### src/rtl/bubble_sort_ctrl.sv
// bubble_sort_ctrl
//   Sorts N words of the attached data memory in place, ascending and
//   unsigned, starting at address BASE. The controller is the memory's only
//   master: it drives both address ports, the write mode and the write data,
//   and consumes the memory's registered read data (one-cycle read latency).
//
//   Ports
//     clk          rising-edge clock
//     rst          asynchronous, active-low reset
//     start        one-cycle pulse; accepted only while idle
//     busy         high while a sort is in progress
//     done         one-cycle pulse when the sort completes
//     swap_count   swaps made in the current or last sort (saturating)
//     mem_wr_addr  memory write address (address1)
//     mem_rd_addr  memory read address (address2)
//     mem_mode     2'b01 = write this cycle, 2'b00 otherwise
//     mem_wr_data  memory write data
//     mem_rd_data  memory read data, mem[mem_rd_addr at previous edge]
module bubble_sort_ctrl #(
  parameter int N    = 10,
  parameter int BASE = 0,
  parameter int DW   = 32,
  parameter int AW   = 5
) (
  input  logic          clk,
  input  logic          rst,
  input  logic          start,
  output logic          busy,
  output logic          done,
  output logic [15:0]   swap_count,
  output logic [AW-1:0] mem_wr_addr,
  output logic [AW-1:0] mem_rd_addr,
  output logic [1:0]    mem_mode,
  output logic [DW-1:0] mem_wr_data,
  input  logic [DW-1:0] mem_rd_data
);

  typedef enum logic [2:0] {
    IDLE,
    RDA,
    RDB,
    CMP,
    WRA,
    WRB,
    NEXT,
    FIN
  } state_t;

  state_t        state;
  logic [5:0]    i;        // pass index
  logic [5:0]    j;        // element index within the pass
  logic          swapped;  // any swap in the current pass
  logic [DW-1:0] a;        // element j

  logic more_in_pass;
  logic last_pass;

  function automatic logic [AW-1:0] addr_of(input int idx);
    return AW'(BASE + idx);
  endfunction

  always_comb begin
    more_in_pass = (int'(j) + 1) < (N - 1 - int'(i));
    last_pass    = (int'(i) == N - 2);
  end

  // All outputs are registered, so each transition loads the values the
  // next state presents to the memory. Operand b is never held separately:
  // it is captured straight into mem_wr_data on the CMP->WRA transition,
  // which is the only place it is needed.
  always_ff @(posedge clk or negedge rst) begin
    if (!rst) begin
      state       <= IDLE;
      busy        <= 1'b0;
      done        <= 1'b0;
      swap_count  <= '0;
      mem_mode    <= 2'b00;
      mem_wr_addr <= '0;
      mem_rd_addr <= '0;
      mem_wr_data <= '0;
      i           <= '0;
      j           <= '0;
      swapped     <= 1'b0;
      a           <= '0;
    end else begin
      done     <= 1'b0;
      mem_mode <= 2'b00;
      unique case (state)
        IDLE: begin
          if (start) begin
            swap_count <= '0;
            i          <= '0;
            j          <= '0;
            swapped    <= 1'b0;
            if (N < 2) begin
              state <= FIN;
              done  <= 1'b1;
            end else begin
              state       <= RDA;
              busy        <= 1'b1;
              mem_rd_addr <= addr_of(0);
            end
          end
        end
        RDA: begin
          state       <= RDB;
          mem_rd_addr <= addr_of(int'(j) + 1);
        end
        RDB: begin
          a     <= mem_rd_data;
          state <= CMP;
        end
        CMP: begin
          // Strict compare: equal neighbours stay put, keeping the sort stable.
          if (a > mem_rd_data) begin
            state       <= WRA;
            mem_mode    <= 2'b01;
            mem_wr_addr <= addr_of(int'(j));
            mem_wr_data <= mem_rd_data;
          end else begin
            state <= NEXT;
          end
        end
        WRA: begin
          state       <= WRB;
          mem_mode    <= 2'b01;
          mem_wr_addr <= addr_of(int'(j) + 1);
          mem_wr_data <= a;
        end
        WRB: begin
          if (swap_count != 16'hFFFF) swap_count <= swap_count + 16'd1;
          swapped <= 1'b1;
          state   <= NEXT;
        end
        NEXT: begin
          if (more_in_pass) begin
            j           <= j + 6'd1;
            mem_rd_addr <= addr_of(int'(j) + 1);
            state       <= RDA;
          end else if (!swapped || last_pass) begin
            state <= FIN;
            busy  <= 1'b0;
            done  <= 1'b1;
          end else begin
            i           <= i + 6'd1;
            j           <= '0;
            swapped     <= 1'b0;
            mem_rd_addr <= addr_of(0);
            state       <= RDA;
          end
        end
        FIN: begin
          state <= IDLE;
        end
        default: begin
          state <= IDLE;
        end
      endcase
    end
  end

endmodule

### config.mk
export PLATFORM = sky130hd
export DESIGN_NAME = bubble_sort_ctrl
export DESIGN_NICKNAME = d
export VERILOG_FILES = /design/src/rtl/bubble_sort_ctrl.sv
export SDC_FILE = /design/constraint.sdc
export NUM_CORES = 1
export LEC_CHECK = 0
export ABC_CLOCK_PERIOD_IN_PS = 3500
export CELL_PAD_IN_SITES_DETAIL_PLACEMENT = 0
export CELL_PAD_IN_SITES_GLOBAL_PLACEMENT = 1
export CORE_MARGIN = 8
export CORE_UTILIZATION = 30
export DETAILED_ROUTE_END_ITERATION = 12
export PLACE_DENSITY = 0.63
export RECOVER_POWER = 25
export SYNTH_ARGS = -nofsm -noshare
export SYNTH_HDL_FRONTEND = slang
export SYNTH_SLANG_ARGS = --single-unit
### constraint.sdc
create_clock -name clk -period 3.5 [get_ports clk]
set_input_delay 0.35 -clock clk [delete_from_list [all_inputs] [get_ports clk]]
set_output_delay 0.35 -clock clk [all_outputs]
set_load 0.05 [all_outputs]
---- Word level (Yosys, flattened, before mapping) ----
Cells that the tools add are included.
word-level totals
  register bits after elaboration ......... 110
  memory bits (read-only) ................. 0
  bits in writable memories ............... 0
  input bits .............................. 35
  logic and storage cells ................. 86
  bits in latches ......................... 0
  memories kept ........................... 0
operators by class
  bitwise logic cells ..................... 0
  shift-type cells ........................ 0
  equal/unequal tests ..................... 16
  reductions and logical operators ........ 15
  $mul .................................... 0
  add/sub/neg operators ................... 5
  magnitude comparators ................... 2
  div/mod/pow operators ................... 0
  mux-type cells .......................... 36
operators with widths
  cell                                              number
  one-hot mux 32 bit (2 select lines)               1
  greater-than comparator 32 bit                    1
  two-way mux 16 bit                                2
  two-way mux 32 bit                                1
  one-hot mux 16 bit (2 select lines)               1
  two-way mux 6 bit                                 5
  one-hot mux 3 bit (8 select lines)                1
  one-hot mux 6 bit (2 select lines)                2
  two-way mux 5 bit                                 4
  adder 16 x 1 -> 16 bit (second input constant)    1
  != test 16 bit (second input constant)            1
  one-hot mux 5 bit (3 select lines)                1
  adder 6 x 1 -> 6 bit (second input constant)      2
  == test 3 bit (second input constant)             4
  != test 2 bit (second input constant)             6
  AND reduction 4 bit                               3
  two-way mux 1 bit                                 10
  one-hot mux 5 bit (2 select lines)                1
  two-way mux 3 bit                                 3
  AND reduction 3 bit                               3
  less-than comparator 8 x 7 -> 1 bit               1
  adder 6 x 1 -> 7 bit (second input constant)      1
  subtractor 4 x 6 -> 7 bit (first input constant)  1
  == test 3 x 2 -> 1 bit (second input constant)    2
  other kinds (12)                                  16

---- Logic depth before layout (Yosys ltp) ----
Gate-level depths: netlist (run 1).
  depth after elaboration ................. 5
  mapped depth ............................ 13
  depth with buffers taken out ............ 13

---- Least setup slack after synthesis (run 1) ----
Ideal clock, no wire load.
  kind .................................... reg-to-reg
  start ................................... register j[0]
  end ..................................... register mem_rd_addr[0]
  data arrival time ....................... 2.601 ns
  setup time .............................. 0.124 ns
  cell stages (with the launch flop) ...... 13
  setup slack ............................. 0.775 ns
  clock period less this slack ............ 2.725 ns
  data required time ...................... 3.376 ns
  path through ............................ dfrtp_1 -> ha_1 -> and3_1 -> xnor2_1 -> inv_1 -> ha_1 -> a2111oi_0 -> nand2_1 -> a31oi_1 -> o21a_2 -> o22ai_2 -> o31a_1 -> o2bb2ai_1
on the way
  longest elaborated chain between the ends .. 4
RTL lines
  what                                                                                        line      text
  start, declared                                                                             51        logic [5:0] j;
  start signal, assigned                                                                      137       j <= j + 6'd1;
  adder 6 x 1 -> 7 bit (*)                                                                    107, 138
  less-than comparator 8 x 7 -> 1 bit                                                         63        more_in_pass = (int'(j) + 1) < (N - 1 - int'(i));
  != test 3 bit (no source line) or two-way mux 5 bit (tied branches)                         n/a
  AND reduction 3 bit (no source line) or one-hot mux 5 bit (3 select lines) (tied branches)  n/a
  end signal, assigned                                                                        107       mem_rd_addr <= addr_of(int'(j) + 1);
  end signal, assigned                                                                        138       mem_rd_addr <= addr_of(int'(j) + 1);
  end signal, assigned                                                                        148       mem_rd_addr <= addr_of(0);
  end, declared                                                                               32        output logic [AW-1:0] mem_rd_addr,
Mark *: on every way between the ends. The rest lies on a longest branch, timed or not.
A chain may end at the register's enable or synchronous reset.

---- Worst setup path in the final report (run 1) ----
  start ................................... register j[1]
  end ..................................... register mem_rd_addr[3]
Same word-level chain as after synthesis.

==> results of run 1 <==
[cells in the final DEF (no fill, tap or decap), drive strengths merged, types with 4 or more instances in the layout]
master and instances:
a21oi 20, a22oi 34, and2 6, and3 4, buf 8, clkbuf 13
clkdlybuf4s50 94, dfrtp 109, ha 43, inv 46, mux2 32, nand2 67
nand2b 5, nand3 47, nand4 10, nor2 34, nor3 4, o211ai 6
o21ai 17, o2bb2ai 5, o31ai 4, xnor2 9, xor2 14
[worst max-delay path: stages (launching register included)]
cell and delay (ns):
dfrtp_1 0.42, ha_1 0.29, and3_1 0.27, xnor2_1 0.22, inv_1 0.07, ha_1 0.19
a2111oi_0 0.38, nand2_1 0.11, a31oi_1 0.21, o21a_2 0.27, o22ai_2 0.17, o31a_1 0.22
o2bb2ai_1 0.16
[per-stage QoR]
| step | instances | util | total power (µW) |
|---|---|---|---|
| 2_1_floorplan | 579 | - | 4610 |
| 3_3_place_gp | 922 | 0.366 | 5670 |
| 3_5_place_dp | 922 | 0.366 | 5740 |
| 4_1_cts | 937 | 0.384 | 6960 |
| 5_1_grt | 937 | 0.383 | 7350 |
| 6_report | 937 | 0.383 | 6850 |
[flip-flops by register name, indices dropped and copies added (netlist names), 3 cells and up]
name	count
mem_wr_data	32
swap_count	16
a	32
j	6
mem_rd_addr	5
i	6
mem_wr_addr	5
state	3
[final cells by class]
class / count / area [µm²] / area share
clock buffer: 10 / 239 / 0.0323
clock inverter: 5 / 106 / 0.0144
inverter: 45 / 169 / 0.0228
multi-input combinational: 398 / 2820 / 0.381
sequential: 109 / 2730 / 0.368
tap: 265 / 332 / 0.0447
timing repair buffer: 105 / 1010 / 0.137
[kinds of logic after synthesis]
family                     after synthesis
muxes                                   34
adders and majority gates               43
and+or+nand+nor                        188
AOI/OAI and AO/OA                      109
xor gates and xnor gates                23
other                                    1
DFF                                    109
buffers and inverters                   72
[power by group through the flow]
stage | clock (µW) | combinational [µW] | sequential [µW]
6_report | 1190 | 3460 | 2200
5_1_grt | 1280 | 3780 | 2290
4_1_cts | 1230 | 3510 | 2210
3_5_place_dp | 0 | 3500 | 2230
3_3_place_gp | 0 | 3450 | 2210
2_1_floorplan | 0 | 1640 | 2960
[worst paths after layout]
path / endpoint / slack, ns / cells after the start
max reg2reg: mem_rd_addr[3] / 0.40 / 12
min reg2reg: mem_wr_data[28] / 0.49 / 2
max: mem_rd_addr[3] / 0.40 / 12
max in group asynchronous: a[22] / 0.80 / 2
min in group asynchronous: swap_count[5] / 0.93 / 1
min: mem_wr_data[28] / 0.49 / 2
[layer usage]
layer | GRT usage | share of wire | up-vias
met5 | 0 | 0 | -
met4 | 0.0568 | 0.020 | 0
met3 | 0.0258 | 0.039 | 18
met2 | 0.216 | 0.48 | 73
met1 | 0.156 | 0.46 | 2218
li1 | - | - | 2216
==> impl_metrics.json, run 1 <==
{
  "outcome": "complete, but fails checks",
  "failed_checks": "capacitance limit, slew limit",
  "cp.arrival_ns": 3.32,
  "clk_pin_slew_ns": 0.07,
  "syn_nets": 657,
  "ys_warn_count": 0,
  "fin_skew_ns": 0.0101,
  "num_rows": 51,
  "grt_pass1_wl_um": 24800,
  "netSwitchingFraction": 0.443,
  "antenna_found_initial": 0,
  "synth_top_family_by_area": "simple AND/OR/NAND/NOR gates",
  "cts.sinks": 109,
  "drv_slew": 53,
  "drt_first_pass_iters": 5,
  "worstPathMaxFanout": 8,
  "drt_iter0_markers": 303,
  "die_y_um": 156,
  "hpwlAfterDp_um": 11300,
  "hold_class": "flip-flop to flip-flop",
  "path_class": "flip-flop to flip-flop",
  "syn_to_final_growth_pct": 26.5,
  "p_switching_uw": 3040,
  "synth_compound_area_frac": 0.137,
  "p_comb_frac": 0.505,
  "drc": 0,
  "min_period_ns": 3.10,
  "yosys.area_share.adder": 0.0919,
  "powerDensity_nw_per_um2": 925,
  "fmax_ghz": 0.323,
  "r2r_start": "j[1]",
  "yosys.area.top_type": "dfrtp_1",
  "async_flop_share": 1.00,
  "hold_start": "mem_wr_data[28]",
  "start_util": 0.303,
  "pre_cts_slack_ns": 0.219,
  "synth_xor_area_frac": 0.0344,
  "avgViaCountPerCell": 4.83,
  "core_area_um2": 19300,
  "min_period_over_period": 0.885,
  "clockPowerShare": 0.174,
  "leakagePower_uw": 0.00335,
  "ios": 97,
  "cts_buffer_depth": 2,
  "critPathLaunch": "j[1]",
  "synth.avg_cell_area_um2": 10.1,
  "max_slew_margin": -0.932,
  "tritoncts": "built",
  "cts_hold_buf": 0,
  "syn-cell-area_um2": 5860,
  "cts-root-buf": "clkbuf_16",
  "antenna_left": 0,
  "placed_cell_area_um2": 7070,
  "vias": 4525,
  "vdd_ir_drop_max_uv": 416,
  "cts_max_level": 3,
  "yosysSeqAreaShare": 0.466,
  "cts_setup_buffers": 0,
  "startpoint_type": "flip-flop",
  "drv_cap": 1,
  "p_int_uw": 3820,
  "ys_ff_latch": 109,
  "ctsResizeCount": 0,
  "pwr-share-seq": 0.322,
  "endpoint_kind": "flip-flop",
  "die_x_um": 156,
  "synth_top_area_frac": 0.466,
  "yosys.cell_count.top_type": "dfrtp_1",
  "synthMuxAreaShare": 0.0650,
  "synth_cells": 579,
  "fp.dieArea_um2": 24200,
  "grt_start_max_net_pins": 53,
  "synthTopCellsByCount": "109 x dfrtp_1, 67 x nand2_1, 47 x nand3_1",
  "routabilityCongestion": 0.791,
  "antenna_cells": 0,
  "fill_cells": 1937,
  "setup_slack_ns": 0.402,
  "cts_buffers": 9,
  "ys_types": 56,
  "synth_edf_count": 0,
  "wl_per_cell_um": 16.2,
  "hold_viol_final": 0,
  "grt_remaining_overflow": 0,
  "tns_ns": 0,
  "synthTopCellsByArea": "dfrtp_1 47%, ha_1 9.2%, mux2_2 6.2%",
  "final_net_count": 746,
  "grt.total_usage": 0.128,
  "fin_area_um2": 7410,
  "yosys.area_share.simple": 0.151,
  "drive_above_1_share": 0.104,
  "grt_pass1_vias": 4687,
  "hold_ws_ns": 0.488,
  "clkLatencyLatePin_ns": 0.35,
  "setup_viol": 0,
  "worst_pin_slew_ns": 2.90,
  "io_buffers": 95,
  "synthFlopType": "dfrtp_1",
  "critical_path_required_ns": 3.72,
  "drt_wl_total_um": 15200,
  "rsz0062_at_grt": "false"
}
(Power assumes the default switching activity.)
==> inputs of run 2 (changes only) <==
--- a/constraint.sdc
+++ b/constraint.sdc
@@ -3,2 +3,2 @@
 set_output_delay 0.35 -clock clk [all_outputs]
-set_load 0.05 [all_outputs]
+set_load 0.02 [all_outputs]
==> results of run 2 <==
Same layout as run 1 (identical final DEF). Status: complete, but fails checks: capacitance limit, slew limit.
Main changes from that run: total power 6850 µW -> 6280 µW; worst IR drop on VDD 416 µV -> 294 µV
==> inputs of run 3 (changes only) <==
- CORE_MARGIN: 8 -> 2
- CORE_UTILIZATION: 30 -> 42
- PLACE_DENSITY: 0.63 -> 0.83
==> run 3 against run 2 <==
The flow still finishes with violations (capacitance limit, slew limit). Global-route usage is 6.0 points higher. Critical path depth is 1 higher. Non-clock buffer count shrank 1. Setup slack lost 0.0091 ns. Die area fell by 39%. Sequential power is essentially flat. Highest routed layer unchanged.
==> impl_metrics.json, run 3 (same netlist as run 1, synthesis figures left out) <==
{
  "outcome": "complete, but fails checks",
  "failed_checks": "capacitance limit, slew limit",
  "final_cell_mix": "109 x dfrtp_1, 94 x clkdlybuf4s50_1, 67 x nand2_1, 47 x nand3_1, 45 x inv_1",
  "grt_start_max_net_pins": 88,
  "start_util": 0.425,
  "clkLatencyLatePin_ns": 0.35,
  "routabilityCongestion": 0.843,
  "tritoncts": "built",
  "cts_buffer_depth": 2,
  "drive_above_1_share": 0.100,
  "fin_area_um2": 7230,
  "largestRegisters": "a (32), mem_wr_data (32), swap_count (16)",
  "io_buffers": 95,
  "fin_skew_ns": 0.00509,
  "powerDensity_nw_per_um2": 833,
  "startpoint_type": "flip-flop",
  "drv_slew": 88,
  "drt_wl_total_um": 13300,
  "rsz0062_at_grt": "false",
  "avgViaCountPerCell": 5.30,
  "cts.sinks": 109,
  "path_class": "flip-flop to flip-flop",
  "hpwlAfterDp_um": 9560,
  "r2r_start": "i[1]",
  "antenna_left": 0,
  "min_period_over_period": 0.888,
  "vdd_ir_drop_max_uv": 307,
  "cts_buffers": 9,
  "num_rows": 43,
  "cts_max_level": 3,
  "clk_pin_slew_ns": 0.07,
  "hold_ws_ns": 0.489,
  "cp.arrival_ns": 3.34,
  "worstPathCellList": "inv_1 -> ha_1 -> inv_1 -> a21oi_1 -> xor2_1 -> ha_1 -> a2111oi_0 -> nand2_1 -> a31oi_1 -> o21a_2 -> o22ai_2 -> o31a_1 -> o2bb2ai_1",
  "drt_first_pass_iters": 4,
  "finalPower_uw": 6020,
  "ctsResizeCount": 0,
  "grt.total_usage": 0.189,
  "critPathLaunch": "i[1]",
  "hold_viol_final": 0,
  "drt_iter0_markers": 224,
  "final_common_cell": "dfrtp_1",
  "endpoint_kind": "flip-flop",
  "hold_class": "flip-flop to flip-flop",
  "placed_cell_area_um2": 6970,
  "syn_to_final_growth_pct": 23.5,
  "core_area_um2": 13800,
  "antenna_cells": 0,
  "hold_start": "mem_rd_addr[0]",
  "setup_viol": 0,
  "critical_path_required_ns": 3.73,
  "seq_area_um2": 2730,
  "die_x_um": 122,
  "whs_path_depth": 1,
  "wl_per_cell_um": 15.6,
  "ios": 97,
  "min_period_ns": 3.11,
  "drc": 0,
  "die_y_um": 122,
  "grt_pass1_wl_um": 22200,
  "fill_cells": 1297,
  "fmax_ghz": 0.322,
  "fp.dieArea_um2": 14900,
  "reg2regPathDepth": 13,
  "cts_hold_buf": 0,
  "max_slew_margin": -0.468,
  "cts_setup_buffers": 0,
  "antenna_found_initial": 0,
  "vias": 4505,
  "final_net_count": 745,
  "worst_pin_slew_ns": 2.20,
  "tns_ns": 0,
  "drv_cap": 1,
  "grt_pass1_vias": 4460,
  "grt_remaining_overflow": 0,
  "leakagePower_uw": 0.00332,
  "multi_input_area_um2": 2820,
  "critPathMaxStageDelay_ns": 0.42,
  "worstPathMaxFanout": 8,
  "cts-root-buf": "clkbuf_16",
  "slowest_stage": "a2111oi_0"
}
==> run 3: cell count changes in the layout (fill, tap and decap cells not counted), sizes merged <==
cell    delta
inv        -1
clkbuf     +1
buf        +1
bufinv     -3
==> run 3: layout make-up <==
| class | instances | area share |
|---|---|---|
| clock buffers | 13 | 0.0360 |
| clock inverters | 1 | 0.00104 |
| inverters | 45 | 0.0234 |
| multi-input cells | 398 | 0.389 |
| flip-flops and latches | 109 | 0.377 |
| well taps | 180 | 0.0311 |
| repair buffers | 104 | 0.142 |
==> run 3: metrics by stage <==
stage,cells,setup WS (ns),utilization
after floorplan,579,0.775,-
after global placement,836,0.383,0.506
after detailed placement,836,0.298,0.506
after CTS,850,0.418,0.525
after global routing,850,0.168,0.525
final,850,0.393,0.525
==> run 3: routing by layer <==
metal,GRT usage,share of wire
met3,0.0262,0.035
met5,0,0
met4,0.0697,0.016
met1,0.269,0.48
met2,0.294,0.47
==> run 3: power breakdown <==
group	leakage [µW]	internal (µW)	switching, µW
clock network	0.000128	515	441
registers	0.00138	1780	423
logic	0.00181	1340	1520
==> run 3: worst paths after layout <==
| kind | to | slack, ns |
|---|---|---|
| worst min-delay path | mem_rd_addr[0] | 0.49 |
| min in group asynchronous | swap_count[7] | 0.61 |
| max in group asynchronous | j[4] | 1.53 |
| worst min register to register | mem_rd_addr[0] | 0.49 |
| worst max register to register | mem_rd_addr[2] | 0.39 |
| worst max-delay path | mem_rd_addr[2] | 0.39 |
==> run 3: worst max-delay path, delay by kind of cell, from the launching register on <==
| kind | cells | cell delay, ns |
|---|---|---|
| adders and majority gates | 2 | 0.47 |
| AOI/OAI and AO/OA | 7 | 1.59 |
| DFF | 1 | 0.41 |
| xor gates and xnor gates | 1 | 0.18 |
| buffers and inverters | 2 | 0.21 |
| and+or+nand+nor | 1 | 0.11 |
